--- src/rtl/bsram_arbiter_pkg.sv ---
// Shared types and sizing helpers for the BSRAM arbiter and its round-robin picker.
package bsram_arbiter_pkg;

  typedef enum logic {
    IDLE   = 1'b0,
    LOCKED = 1'b1
  } arb_state_t;

  // Index width for a requester vector; a single requester still needs one bit.
  function automatic int unsigned req_idx_w(input int unsigned num_req);
    int unsigned w;
    w = $clog2(num_req);
    return (w < 1) ? 1 : w;
  endfunction

endpackage

--- src/rtl/bsram_arbiter_rr_pick.sv ---
// Combinational round-robin picker: first set bit of req at or after rr_ptr, with wrap.
module rr_priority_pick
  import bsram_arbiter_pkg::*;
#(
  parameter int unsigned NUM_REQ = 2,
  parameter int unsigned IDX_W   = 1
) (
  input  logic [NUM_REQ-1:0] req,
  input  logic [IDX_W-1:0]   rr_ptr,
  output logic [NUM_REQ-1:0] grant,
  output logic [IDX_W-1:0]   idx
);

  logic              found;
  int unsigned       cand;
  logic [IDX_W-1:0]  cand_idx;

  always_comb begin
    grant    = '0;
    idx      = '0;
    found    = 1'b0;
    cand     = 0;
    cand_idx = '0;
    for (int unsigned k = 0; k < NUM_REQ; k++) begin
      cand     = (32'(rr_ptr) + k) % NUM_REQ;
      cand_idx = IDX_W'(cand);
      if (!found && req[cand_idx]) begin
        found           = 1'b1;
        grant[cand_idx] = 1'b1;
        idx             = cand_idx;
      end
    end
  end

endmodule

--- src/rtl/bsram_arbiter.sv ---
// Round-robin arbiter sharing one BSRAM among NUM_REQ requesters, with a bounded lock
// mode for read-modify-write and registered 1-cycle responses.
module bsram_arbiter
  import bsram_arbiter_pkg::*;
#(
  parameter int unsigned NUM_REQ    = 2,
  parameter int unsigned DATA_WIDTH = 32,
  parameter int unsigned ADDR_WIDTH = 8,
  parameter int unsigned LOCK_MAX   = 16
) (
  input  logic                          clock,
  input  logic                          reset,
  input  logic [NUM_REQ-1:0]            req,
  input  logic [NUM_REQ-1:0]            req_write,
  input  logic [NUM_REQ-1:0]            req_lock,
  input  logic [NUM_REQ*ADDR_WIDTH-1:0] req_addr,
  input  logic [NUM_REQ*DATA_WIDTH-1:0] req_wdata,
  output logic [NUM_REQ-1:0]            grant,
  output logic [NUM_REQ-1:0]            resp_valid,
  output logic [DATA_WIDTH-1:0]         resp_data,
  output logic                          lock_timeout,
  output logic                          mem_readEnable,
  output logic [ADDR_WIDTH-1:0]         mem_readAddress,
  input  logic [DATA_WIDTH-1:0]         mem_readData,
  output logic                          mem_writeEnable,
  output logic [ADDR_WIDTH-1:0]         mem_writeAddress,
  output logic [DATA_WIDTH-1:0]         mem_writeData
);

  localparam int unsigned IDX_W = req_idx_w(NUM_REQ);
  localparam int unsigned CNT_W = $clog2(LOCK_MAX + 1);

  arb_state_t         state;
  logic [IDX_W-1:0]   rr_ptr;
  logic [IDX_W-1:0]   owner;
  logic [CNT_W-1:0]   lock_cnt;

  logic [NUM_REQ-1:0]    pick_grant;
  logic [IDX_W-1:0]      pick_idx;
  logic [NUM_REQ-1:0]    gnt;
  logic [IDX_W-1:0]      gnt_idx;
  logic                  any_gnt;
  logic                  sel_write;
  logic [ADDR_WIDTH-1:0] sel_addr;
  logic [DATA_WIDTH-1:0] sel_wdata;

  function automatic logic [IDX_W-1:0] next_ptr(input logic [IDX_W-1:0] g);
    return (32'(g) == NUM_REQ - 1) ? '0 : g + 1'b1;
  endfunction

  rr_priority_pick #(
    .NUM_REQ (NUM_REQ),
    .IDX_W   (IDX_W)
  ) u_pick (
    .req    (req),
    .rr_ptr (rr_ptr),
    .grant  (pick_grant),
    .idx    (pick_idx)
  );

  // Grant is combinational but gated by reset so nothing reaches the BSRAM while in reset.
  always_comb begin
    gnt     = '0;
    gnt_idx = pick_idx;
    if (reset) begin
      if (state == IDLE) begin
        gnt = pick_grant;
      end else begin
        gnt_idx = owner;
        if (req[owner]) gnt[owner] = 1'b1;
      end
    end
  end

  assign grant     = gnt;
  assign any_gnt   = |gnt;
  assign sel_write = req_write[gnt_idx];
  assign sel_addr  = req_addr[gnt_idx*ADDR_WIDTH +: ADDR_WIDTH];
  assign sel_wdata = req_wdata[gnt_idx*DATA_WIDTH +: DATA_WIDTH];

  always_comb begin
    mem_readEnable   = 1'b0;
    mem_readAddress  = '0;
    mem_writeEnable  = 1'b0;
    mem_writeAddress = '0;
    mem_writeData    = '0;
    if (any_gnt) begin
      if (sel_write) begin
        mem_writeEnable  = 1'b1;
        mem_writeAddress = sel_addr;
        mem_writeData    = sel_wdata;
      end else begin
        mem_readEnable   = 1'b1;
        mem_readAddress  = sel_addr;
      end
    end
  end

  always_ff @(posedge clock or negedge reset) begin
    if (!reset) begin
      state        <= IDLE;
      rr_ptr       <= '0;
      owner        <= '0;
      lock_cnt     <= '0;
      resp_valid   <= '0;
      resp_data    <= '0;
      lock_timeout <= 1'b0;
    end else begin
      resp_valid   <= gnt;
      lock_timeout <= 1'b0;
      if (any_gnt && !sel_write) resp_data <= mem_readData;

      case (state)
        IDLE: begin
          if (any_gnt) begin
            rr_ptr <= next_ptr(pick_idx);
            if (req_lock[pick_idx]) begin
              state    <= LOCKED;
              owner    <= pick_idx;
              lock_cnt <= CNT_W'(1);
            end
          end
        end
        LOCKED: begin
          lock_cnt <= lock_cnt + 1'b1;
          // Dropping req_lock ends the lock whether or not the owner is accessing this cycle;
          // the timeout only fires when the owner would otherwise keep holding.
          if (!req_lock[owner]) begin
            state    <= IDLE;
            rr_ptr   <= next_ptr(owner);
            lock_cnt <= '0;
          end else if (lock_cnt == CNT_W'(LOCK_MAX)) begin
            state        <= IDLE;
            rr_ptr       <= next_ptr(owner);
            lock_cnt     <= '0;
            lock_timeout <= 1'b1;
          end
        end
        default: state <= IDLE;
      endcase
    end
  end

endmodule

--- config.mk ---
export PLATFORM = sky130hd
export DESIGN_NAME = bsram_arbiter
export DESIGN_NICKNAME = d
export VERILOG_FILES = /design/src/rtl/bsram_arbiter_pkg.sv /design/src/rtl/bsram_arbiter_rr_pick.sv /design/src/rtl/bsram_arbiter.sv
export SDC_FILE = /design/constraint.sdc
export NUM_CORES = 1
export LEC_CHECK = 0
export ABC_CLOCK_PERIOD_IN_PS = 5500
export CELL_PAD_IN_SITES_DETAIL_PLACEMENT = 0
export CELL_PAD_IN_SITES_GLOBAL_PLACEMENT = 1
export CORE_UTILIZATION = 24
export CTS_CLUSTER_DIAMETER = 80
export DETAILED_ROUTE_END_ITERATION = 16
export PLACE_DENSITY_LB_ADDON = 0.15
export SETUP_SLACK_MARGIN = 0.15
export SYNTH_ARGS = -nofsm -noshare
export SYNTH_HDL_FRONTEND = slang
export SYNTH_SLANG_ARGS = --single-unit
--- constraint.sdc ---
create_clock -name clock -period 5.5 [get_ports clock]
set_clock_uncertainty 0.15 [all_clocks]
set_input_delay 1.375 -clock clock [delete_from_list [all_inputs] [get_ports clock]]
set_output_delay 1.375 -clock clock [all_outputs]
set_load 0.02 [all_outputs]
==> impl_metrics.toml, run 1 <==
[drt]
routedWlPerCell_um = 14.9
drtAntennaViolNets = 0
drt_wl_total_mm = 9.17
firstDrtPassIters = 4
drcViolationCount = 0
drtIter0Drc = 173
via_count = 2727
vias_per_cell = 4.43

[setup_path]
cp_slowest_cell = "clkdlybuf4s50_1"
crit_type = "input pin to output port"
reg2reg_depth = 6
crit_family = "buffers and inverters"
crit_path_start_kind = "input pin"
crit_path_frequent_cell = "clkdlybuf4s50_1"
rrSetupSlack_ns = 2.76
arrival_ns = 3.70
cp-end-kind = "output port"
crit_required_ns = 3.97
timing.rr.start = "state"
path_max_fanout = 41
crit-reg2reg-capture = "resp_data[11]"
path_buf_inv = 3
crit_chain = "clkdlybuf4s50_1 -> nor2b_2 -> nor4_1 -> o31ai_4 -> buf_12 -> a21oi_1 -> clkdlybuf4s50_1"
cpPeakStageDelay_ns = 0.63

[global_route]
grt_pass1_wl_mm = 14.0
grt_pass1_vias = 2666
antenna_found_initial = 0
overflow = 0
grt_max_degree = 43
grt_usage = 0.157

[floorplanning]
start_util = 0.249
die_w_um = 106
fp.dieH_um = 106
core_area_mm2 = 0.0104
num_rows = 37
die_area_mm2 = 0.0112
ios = 207

[clock_tree]
cts_buffer_depth = 2
numClockSinks = 43
postCtsSetupRepairBufs = 0
cts_made_buffers = 5
clkLatencyLatePin_ns = 0.30
cts_max_level = 2
cts_tree = "done"
hold_buffers = 0
path_clk_slew_ns = 0.09
root_buffer = "clkbuf_8"

[sta]
final_max_slew_viol_count = 0
rsz0062_at_grt = "no"
relSlewSlack = 0.615
min_period_ns = 5.22
hold_viol_final = 0
max_freq_mhz = 191
tns_ns = 0
setup_violations = 0
tightest_slew_ns = 0.578
min_period_over_period = 0.950

[cells_and_area]
final_util = 0.477
nets = 600
antenna_cells = 0
final_cell_mix = "clkdlybuf4s50_1 (205), nand2_1 (70), dfrtp_1 (43)"
drive_gt1_frac = 0.109
final_common_cell = "clkdlybuf4s50_1"
areaGrowthSynthToFinish_pct = 91.4

[logic_synthesis]
syn_area_per_cell_um2 = 9.45
synthCells = 275
async_flop_share = 1.00
ys_ff_latch = 43
synth_nets = 397
synth_seq_area_share = 0.414
synth_ff_type = "dfrtp_1"
synth_edf_count = 0
ys_warn_count = 0
syn-cell-area_mm2 = 0.00260
yosys.cell_types.count = 35

[placed_design]
place_congestion = 0.788
hpwl_mm = 6.94
portBuffers = 206

[status]
status = "finished, final reports clean"

[pwr]
irDropWorstVdd_uv = 242
power_density_mw_per_mm2 = 368
leakage_nw = 2.05

[job]
drv_cap = 0

[hold_path]
hold_start = "resp_data[11]"
min_to = "resp_data[11]"
whs_path_depth = 1
hp-class = "flip-flop to flip-flop"
## worst register-to-register path, delay by kind of cell, from the launching register on
family,cells,cell delay [ns]
flip-flops,1,0.54
AO/OA/AOI/OAI,2,0.68
AND/OR/NAND/NOR,1,0.29
buffers and inverters,2,0.58
multiplexers,1,0.38
## worst max path at each step
stage	startpoint	endpoint	slack [ns]	cells past startpoint
after floorplan	reset	mem_writeData[10]	1.34	5
after detailed placement	req[0]	mem_writeData[8]	0.22	7
after global routing	req[0]	mem_writeData[8]	0.18	7
after CTS	req[0]	mem_writeData[8]	0.21	7
after global placement	req[0]	mem_writeData[8]	0.26	7
final	req[0]	mem_writeData[8]	0.28	7
## flip-flops by register name, summed over array words and instances (netlist names)
signal / flops
lock_timeout: 1
resp_data: 32
state: 1
resp_valid: 2
rr_ptr: 1
lock_cnt: 5
owner: 1
## where the power goes
| part | switching (W) | internal, W | total [W] |
|---|---|---|---|
| registers | 0.0000867 | 0.000442 | 0.000529 |
| clock network | 0.000120 | 0.000137 | 0.000257 |
| logic | 0.000480 | 0.000564 | 0.00104 |
| total | 0.000686 | 0.00114 | 0.00183 |
## stage by stage
stage	power [W]	instance area, um2	hold slack [ns]	setup slack (ns)	cells
finish	0.00183	4970	0.345	0.276	615
global route	0.00194	4970	0.372	0.177	615
CTS	0.00185	4970	0.349	0.214	615
detailed placement	0.00158	4850	0.328	0.218	607
global placement	0.00158	4850	0.321	0.256	607
floorplan	0.00109	2600	0.347	1.34	275
## logic make-up (layout without fill, tap and decap cells)
family	after synthesis	count (layout)	synth area share
xor+xnor	2	2	0.00674
compound gates	58	58	0.139
fa+ha+maj	2	2	0.00963
simple gates	102	102	0.160
buf+inv	25	229	0.0467
mux	43	43	0.224
flops	43	43	0.414
## cell usage after synthesis (2+ instances only)
cell,instances,share of area
nand2_1,70,0.10
dfrtp_1,43,0.41
a21oi_1,38,0.073
mux2_4,29,0.17
nor2_1,19,0.027
clkbuf_1,12,0.017
mux2i_1,10,0.039
inv_1,6,0.0087
nand3_1,4,0.0077
o31ai_1,4,0.012
buf_6,3,0.013
mux2_1,3,0.013
nand2b_1,3,0.0072
o21ai_0,3,0.0058
o2bb2ai_1,3,0.010
a32o_1,2,0.0077
and2_1,2,0.0048
buf_2,2,0.0039
ha_1,2,0.0096
xor2_1,2,0.0067
## layout make-up
cell class	count	area [um2]
Multi-Input combinational cell	207	1430
Timing Repair Buffer	213	2150
Fill cell	1015	5450
Clock buffer	5	68.8
Clock inverter	3	46.3
Inverter	8	32.5
Sequential cell	43	1080
Tap cell	136	170
## timing repair
action,CTS,global route
endpoints found under the setup margin,0,25
hold endpoints to repair,0,0
resized for setup,0,1
## routing by layer
metal	GRT usage	wire length [um]	vias to the layer above
met1	0.183	3750	1263
met4	0.0248	49	0
met2	0.291	4690	115
met5	0	0	-
met3	0.0411	676	6
li1	-	-	1343
No activity file was read; power rests on OpenSTA's default activity.
==> run 2, diff against run 1 <==
--- a/config.mk
+++ b/config.mk
@@ -11,6 +11,7 @@
 export CORE_UTILIZATION = 24
 export CTS_CLUSTER_DIAMETER = 80
 export DETAILED_ROUTE_END_ITERATION = 16
+export GPL_ROUTABILITY_DRIVEN = 0
 export PLACE_DENSITY_LB_ADDON = 0.15
 export SETUP_SLACK_MARGIN = 0.15
 export SYNTH_ARGS = -nofsm -noshare
==> results of run 2 <==
The final DEF is identical to that of run 1; final timing and power are the same.
